===== src/rtl/charging_cnt_poller.sv =====
// charging_cnt_poller: sweeps a contiguous range of counter IDs over the
// charging block's counter-table port. Each entry is read and presented on a
// report stream. When the build enables it, each entry can also be zeroed
// after it has been reported.
//
// Build option: define CHARGING_POLL_CLEAR_EN to compile in the clear-on-read
// path (CLR state, w_cnt_* drive). Without it, clear_on_read is ignored and
// w_cnt_* are tied to zero.
//
// Ports:
//   asclk, aresetn        clock, synchronous active-low reset
//   start, first_id,      sweep request; sampled in IDLE only
//   last_id, clear_on_read
//   busy, done,           status: busy outside IDLE, one-cycle done pulse,
//   err_timeout           sticky read-timeout flag
//   r_cnt_*               read request channel and read data return
//   w_cnt_*               write (clear) request channel, data always zero
//   rpt_*                 report stream (valid/ready)
module charging_cnt_poller #(
  parameter int unsigned ID_W    = 14,
  parameter int unsigned DATA_W  = 512,
  parameter int unsigned TIMEOUT = 64
) (
  input  logic              asclk,
  input  logic              aresetn,
  input  logic              start,
  input  logic [ID_W-1:0]   first_id,
  input  logic [ID_W-1:0]   last_id,
  input  logic              clear_on_read,
  output logic              busy,
  output logic              done,
  output logic              err_timeout,
  output logic [ID_W-1:0]   r_cnt_id,
  output logic              r_cnt_vld,
  input  logic              r_cnt_rdy,
  input  logic              r_cnt_data_vld,
  input  logic [DATA_W-1:0] r_cnt_data,
  output logic [ID_W-1:0]   w_cnt_id,
  output logic              w_cnt_vld,
  output logic [DATA_W-1:0] w_cnt_data,
  input  logic              w_cnt_rdy,
  output logic              rpt_vld,
  output logic [ID_W-1:0]   rpt_id,
  output logic [DATA_W-1:0] rpt_data,
  input  logic              rpt_rdy
);

  localparam int unsigned WAIT_W = (TIMEOUT > 1) ? $clog2(TIMEOUT) : 1;
  localparam logic [WAIT_W-1:0] WAIT_LAST = WAIT_W'(TIMEOUT - 1);

  typedef enum logic [2:0] {
    IDLE,
    RD_REQ,
    RD_WAIT,
    RPT,
`ifdef CHARGING_POLL_CLEAR_EN
    CLR,
`endif
    DONE
  } state_t;

  state_t            state;
  logic [ID_W-1:0]   cur;
  logic [ID_W-1:0]   last_q;
  logic [WAIT_W-1:0] wait_cnt;

  // Clears always write zero.
  assign w_cnt_data = '0;

`ifdef CHARGING_POLL_CLEAR_EN
  logic clr_q;
`else
  // Clear path compiled out: write channel idle, clear inputs unused.
  logic unused_clr;
  assign unused_clr = ^{clear_on_read, w_cnt_rdy};
  assign w_cnt_vld  = 1'b0;
  assign w_cnt_id   = '0;
`endif

  // Sweep sequencer. The end test compares cur to last_q before incrementing,
  // so a range ending at the all-ones ID terminates without wrapping.
  always_ff @(posedge asclk) begin
    if (!aresetn) begin
      state       <= IDLE;
      cur         <= '0;
      last_q      <= '0;
      wait_cnt    <= '0;
      busy        <= 1'b0;
      done        <= 1'b0;
      err_timeout <= 1'b0;
      r_cnt_vld   <= 1'b0;
      r_cnt_id    <= '0;
      rpt_vld     <= 1'b0;
      rpt_id      <= '0;
      rpt_data    <= '0;
`ifdef CHARGING_POLL_CLEAR_EN
      clr_q       <= 1'b0;
      w_cnt_vld   <= 1'b0;
      w_cnt_id    <= '0;
`endif
    end else begin
      done <= 1'b0;
      case (state)
        IDLE: begin
          if (start) begin
            err_timeout <= 1'b0;
            last_q      <= last_id;
            cur         <= first_id;
            busy        <= 1'b1;
`ifdef CHARGING_POLL_CLEAR_EN
            clr_q       <= clear_on_read;
`endif
            if (first_id <= last_id) begin
              r_cnt_vld <= 1'b1;
              r_cnt_id  <= first_id;
              state     <= RD_REQ;
            end else begin
              done  <= 1'b1;
              state <= DONE;
            end
          end
        end
        RD_REQ: begin
          if (r_cnt_rdy) begin
            r_cnt_vld <= 1'b0;
            wait_cnt  <= '0;
            state     <= RD_WAIT;
          end
        end
        RD_WAIT: begin
          if (r_cnt_data_vld) begin
            rpt_data <= r_cnt_data;
            rpt_id   <= cur;
            rpt_vld  <= 1'b1;
            state    <= RPT;
          end else if (wait_cnt == WAIT_LAST) begin
            err_timeout <= 1'b1;
            done        <= 1'b1;
            state       <= DONE;
          end else begin
            wait_cnt <= wait_cnt + WAIT_W'(1);
          end
        end
        RPT: begin
          if (rpt_rdy) begin
            rpt_vld <= 1'b0;
`ifdef CHARGING_POLL_CLEAR_EN
            if (clr_q) begin
              w_cnt_vld <= 1'b1;
              w_cnt_id  <= cur;
              state     <= CLR;
            end else
`endif
            if (cur == last_q) begin
              done  <= 1'b1;
              state <= DONE;
            end else begin
              cur       <= cur + ID_W'(1);
              r_cnt_id  <= cur + ID_W'(1);
              r_cnt_vld <= 1'b1;
              state     <= RD_REQ;
            end
          end
        end
`ifdef CHARGING_POLL_CLEAR_EN
        CLR: begin
          if (w_cnt_rdy) begin
            w_cnt_vld <= 1'b0;
            if (cur == last_q) begin
              done  <= 1'b1;
              state <= DONE;
            end else begin
              cur       <= cur + ID_W'(1);
              r_cnt_id  <= cur + ID_W'(1);
              r_cnt_vld <= 1'b1;
              state     <= RD_REQ;
            end
          end
        end
`endif
        DONE: begin
          busy  <= 1'b0;
          state <= IDLE;
        end
        default: begin
          state <= IDLE;
        end
      endcase
    end
  end

endmodule


===== config.mk =====
export PLATFORM = sky130hd
export DESIGN_NAME = charging_cnt_poller
export DESIGN_NICKNAME = d
export VERILOG_FILES = /design/src/rtl/charging_cnt_poller.sv
export SDC_FILE = /design/constraint.sdc
export NUM_CORES = 1
export LEC_CHECK = 0
export BUFFER_PORTS_ARGS = -buffer_cell sky130_fd_sc_hd__buf_4
export CELL_PAD_IN_SITES_DETAIL_PLACEMENT = 0
export CELL_PAD_IN_SITES_GLOBAL_PLACEMENT = 2
export CORE_AREA = 4 4 637 639
export DETAILED_ROUTE_END_ITERATION = 10
export DIE_AREA = 0 0 641 643
export GPL_ROUTABILITY_DRIVEN = 1
export PLACE_DENSITY_LB_ADDON = 0.1
export SYNTH_ARGS = -nofsm -noshare
export SYNTH_HDL_FRONTEND = slang
export SYNTH_SLANG_ARGS = --single-unit

===== constraint.sdc =====
create_clock -name asclk -period 3.7 [get_ports asclk]
set_input_delay 0.185 -clock asclk [delete_from_list [all_inputs] [get_ports asclk]]
set_output_delay 0.185 -clock asclk [all_outputs]
set_load 0.05 [all_outputs]

==> impl_metrics.toml <==
[status]
outcome = "complete, no violations"

[setup_path]
critPathLaunchType = "flop"
worstPathArrival_ns = 3.97
reg2reg_slack_ns = 0.49
crit_fanout = 12
crit_slowest_cell = "nor3_2"
slowest_delay_ns = 0.67
required_ns = 4.46
cp-end-kind = "flop"
crit_type = "flop to flop"
path_cells = "inv_1 -> nor3_2 -> nand2_1 -> nand2_1 -> nand2_1 -> dlygate4sd3_1 -> mux2i_1 -> dlygate4sd3_1"
crit_top_cell = "nand2_1"

[global_route]
globalRouteTotalUtil = 0.08471
gr-total-overflow = 0
grt_pass1_wl_mm = 242.7
grt_max_degree = 90
grt_pass1_vias = 26740
antenna_found_initial = 76

[placement]
io_buffers = 1090
dp_hpwl_mm = 142.4
place.gp.congestion = 0.6810
place_ws_ns = 0.9521
place_area_sq_um = 37710

[floorplanning]
die_h_um = 643
die_x_um = 641
start_util = 0.06262
dieArea_sq_um = 412200
ios = 1620
coreArea_sq_um = 399100
rows = 232

[clock_network]
root_buffer = "clkbuf_16"
post-cts-setup-buffers = 0
numCtsBuffers = 104
cts_sinks = 582
cts.path.max_buffers = 4
cts_tree = "done"
h-tree-depth = 3
worst_skew_pair.late_latency_ns = 0.80
clk_pin_slew_ns = 0.06

[pwr]
peakVddDrop_mv = 0.3786
power_density_nw_per_um2 = 476.1
power.total_mw = 22.48
p_leak_nw = 18.63

[synth]
synth_top_area_share = 0.4661
synth-seq-cells = 582
yosys_warnings = 0
synth-seq-area-share = 0.4661
synthCells = 3204
syn_area_sq_um = 25000
netlist_top_cells_area = "dfxtp_1 (47%), nand2_1 (17%), buf_4 (16%)"
synth-edff-count = 0
syn_avg_cell_area_sq_um = 7.801
synth-async-reset-ratio = 0
synth_flop_cell = "dfxtp_1"
synth_top_cell_by_area = "dfxtp_1"
synth_cell_types = 49

[route]
vias = 25950
wl_met2_mm = 98.05
top_layer_used = "met5"
avgViaCountPerCell = 2.530
route.detailed.drc = 0
routed_wl_mm = 184.2
antenna_left = 0
wl_met3_mm = 13.50
first_pass_iters = 5
wl_met1_mm = 68.57
routedWlPerCell_um = 17.96
drtIter0Drc = 858

[sta]
setup_slack_ns = 0.4942
period_share = 0.8664
rsz0062_at_grt = "false"
clock.fmax_mhz = 311.9
timing.final.crit_period_ns = 3.206
drv_slew = 0
max_slew_margin = 0.4590
finalHoldViolCount = 0
setup-violations-final = 0
skew_ns = 0.06196
setup_tns_ns = 0
tightestPinTransition_ns = 0.8071

[final_layout]
fin_nets = 5443
drive_gt1_frac = 0.2671
most-common-layout-cells = "nand2_1 (1,140), buf_4 (1,138), dlygate4sd3_1 (609)"
fin_area_sq_um = 47210
final_common_cell = "nand2_1"
area_growth_pct = 88.87
fin_util = 0.1183

[hold_path]
min_path_type = "input port to flop"

[run]
maxCapViolations = 0
## layout make-up
type	instances	area [sq um]
Antenna cell	34	85.08
Clock buffer	158	3045
Clock inverter	26	266.5
Fill cell	46300	351900
Inverter	21	86.33
Multi-Input combinational cell	2403	10450
Sequential cell	582	11650
Tap cell	5265	6588
Timing Repair Buffer	1767	15040
## synthesized netlist by cell type, types with 9 or more instances
cell	n
a21oi_1	555
buf_1	9
buf_2	68
buf_4	529
clkbuf_1	114
dfxtp_1	582
ha_1	16
inv_1	20
mux2i_1	29
nand2_1	1140
nand3_1	11
nand4_1	9
nor2_1	28
o21ai_0	17
xnor2_1	18
xor2_1	10
## state kept, by name (all words and copies together) (netlist names)
register,cells
busy,1
r_cnt_id,14
rpt_id,14
rpt_vld,1
state,3
r_cnt_vld,1
last_q,14
done,1
rpt_data,512
cur,14
wait_cnt,6
err_timeout,1
## critical path, delay by kind of cell (launching register included)
| family | cells | cell delay [ns] |
|---|---|---|
| buffers and inverters | 3 | 1.43 |
| AND/OR/NAND/NOR | 4 | 0.96 |
| flip-flops | 1 | 0.65 |
| multiplexers | 1 | 0.11 |
## per-layer routing
metal	up-vias	GRT usage
met5	-	0
met3	228	0.02499
met2	956	0.1620
met4	6	0.01883
met1	12140	0.09003
li1	12620	-
## cells by family after synthesis
family | after synthesis | synth area share
and+or+nand+nor | 1211 | 0.1869
buffers and inverters | 745 | 0.1958
AOI/OAI and AO/OA | 592 | 0.1215
DFF | 582 | 0.4661
muxes | 29 | 0.01161
xor gates and xnor gates | 28 | 0.009811
adders and majority gates | 16 | 0.008009
other | 1 | 0.0001500
## path summary, 6_finish.rpt
kind	endpoint	cells after the start	start
worst max-delay path	r_cnt_id[1]$_SDFFE_PN0P_	8	state[1]$_SDFFE_PN0P_
worst min-delay path	rpt_data[507]$_SDFFE_PN0P_	4	r_cnt_data[507]
worst max register to register	r_cnt_id[1]$_SDFFE_PN0P_	8	state[1]$_SDFFE_PN0P_
worst min register to register	rpt_id[5]$_SDFFE_PN0P_	2	rpt_id[5]$_SDFFE_PN0P_
## power by group
| group | leakage, nW | internal, mW | switching [mW] |
|---|---|---|---|
| sequential | 4.70 | 6.64 | 0.245 |
| combinational | 12.3 | 1.71 | 4.06 |
| clock | 1.63 | 5.90 | 3.93 |
## stage by stage
stage,cells,hold slack [ns]
after floorplan,3730,0.3210
after global placement,9429,0.4332
after detailed placement,9429,0.4406
after CTS,10220,0.02829
after global routing,10250,0.09601
final,10260,0.1639
## timing repair
item,CTS,global route
hold buffers,609,0
resized for setup,0,0
hold endpoints to repair,562,0
No activity file was read; power rests on OpenSTA's default activity.
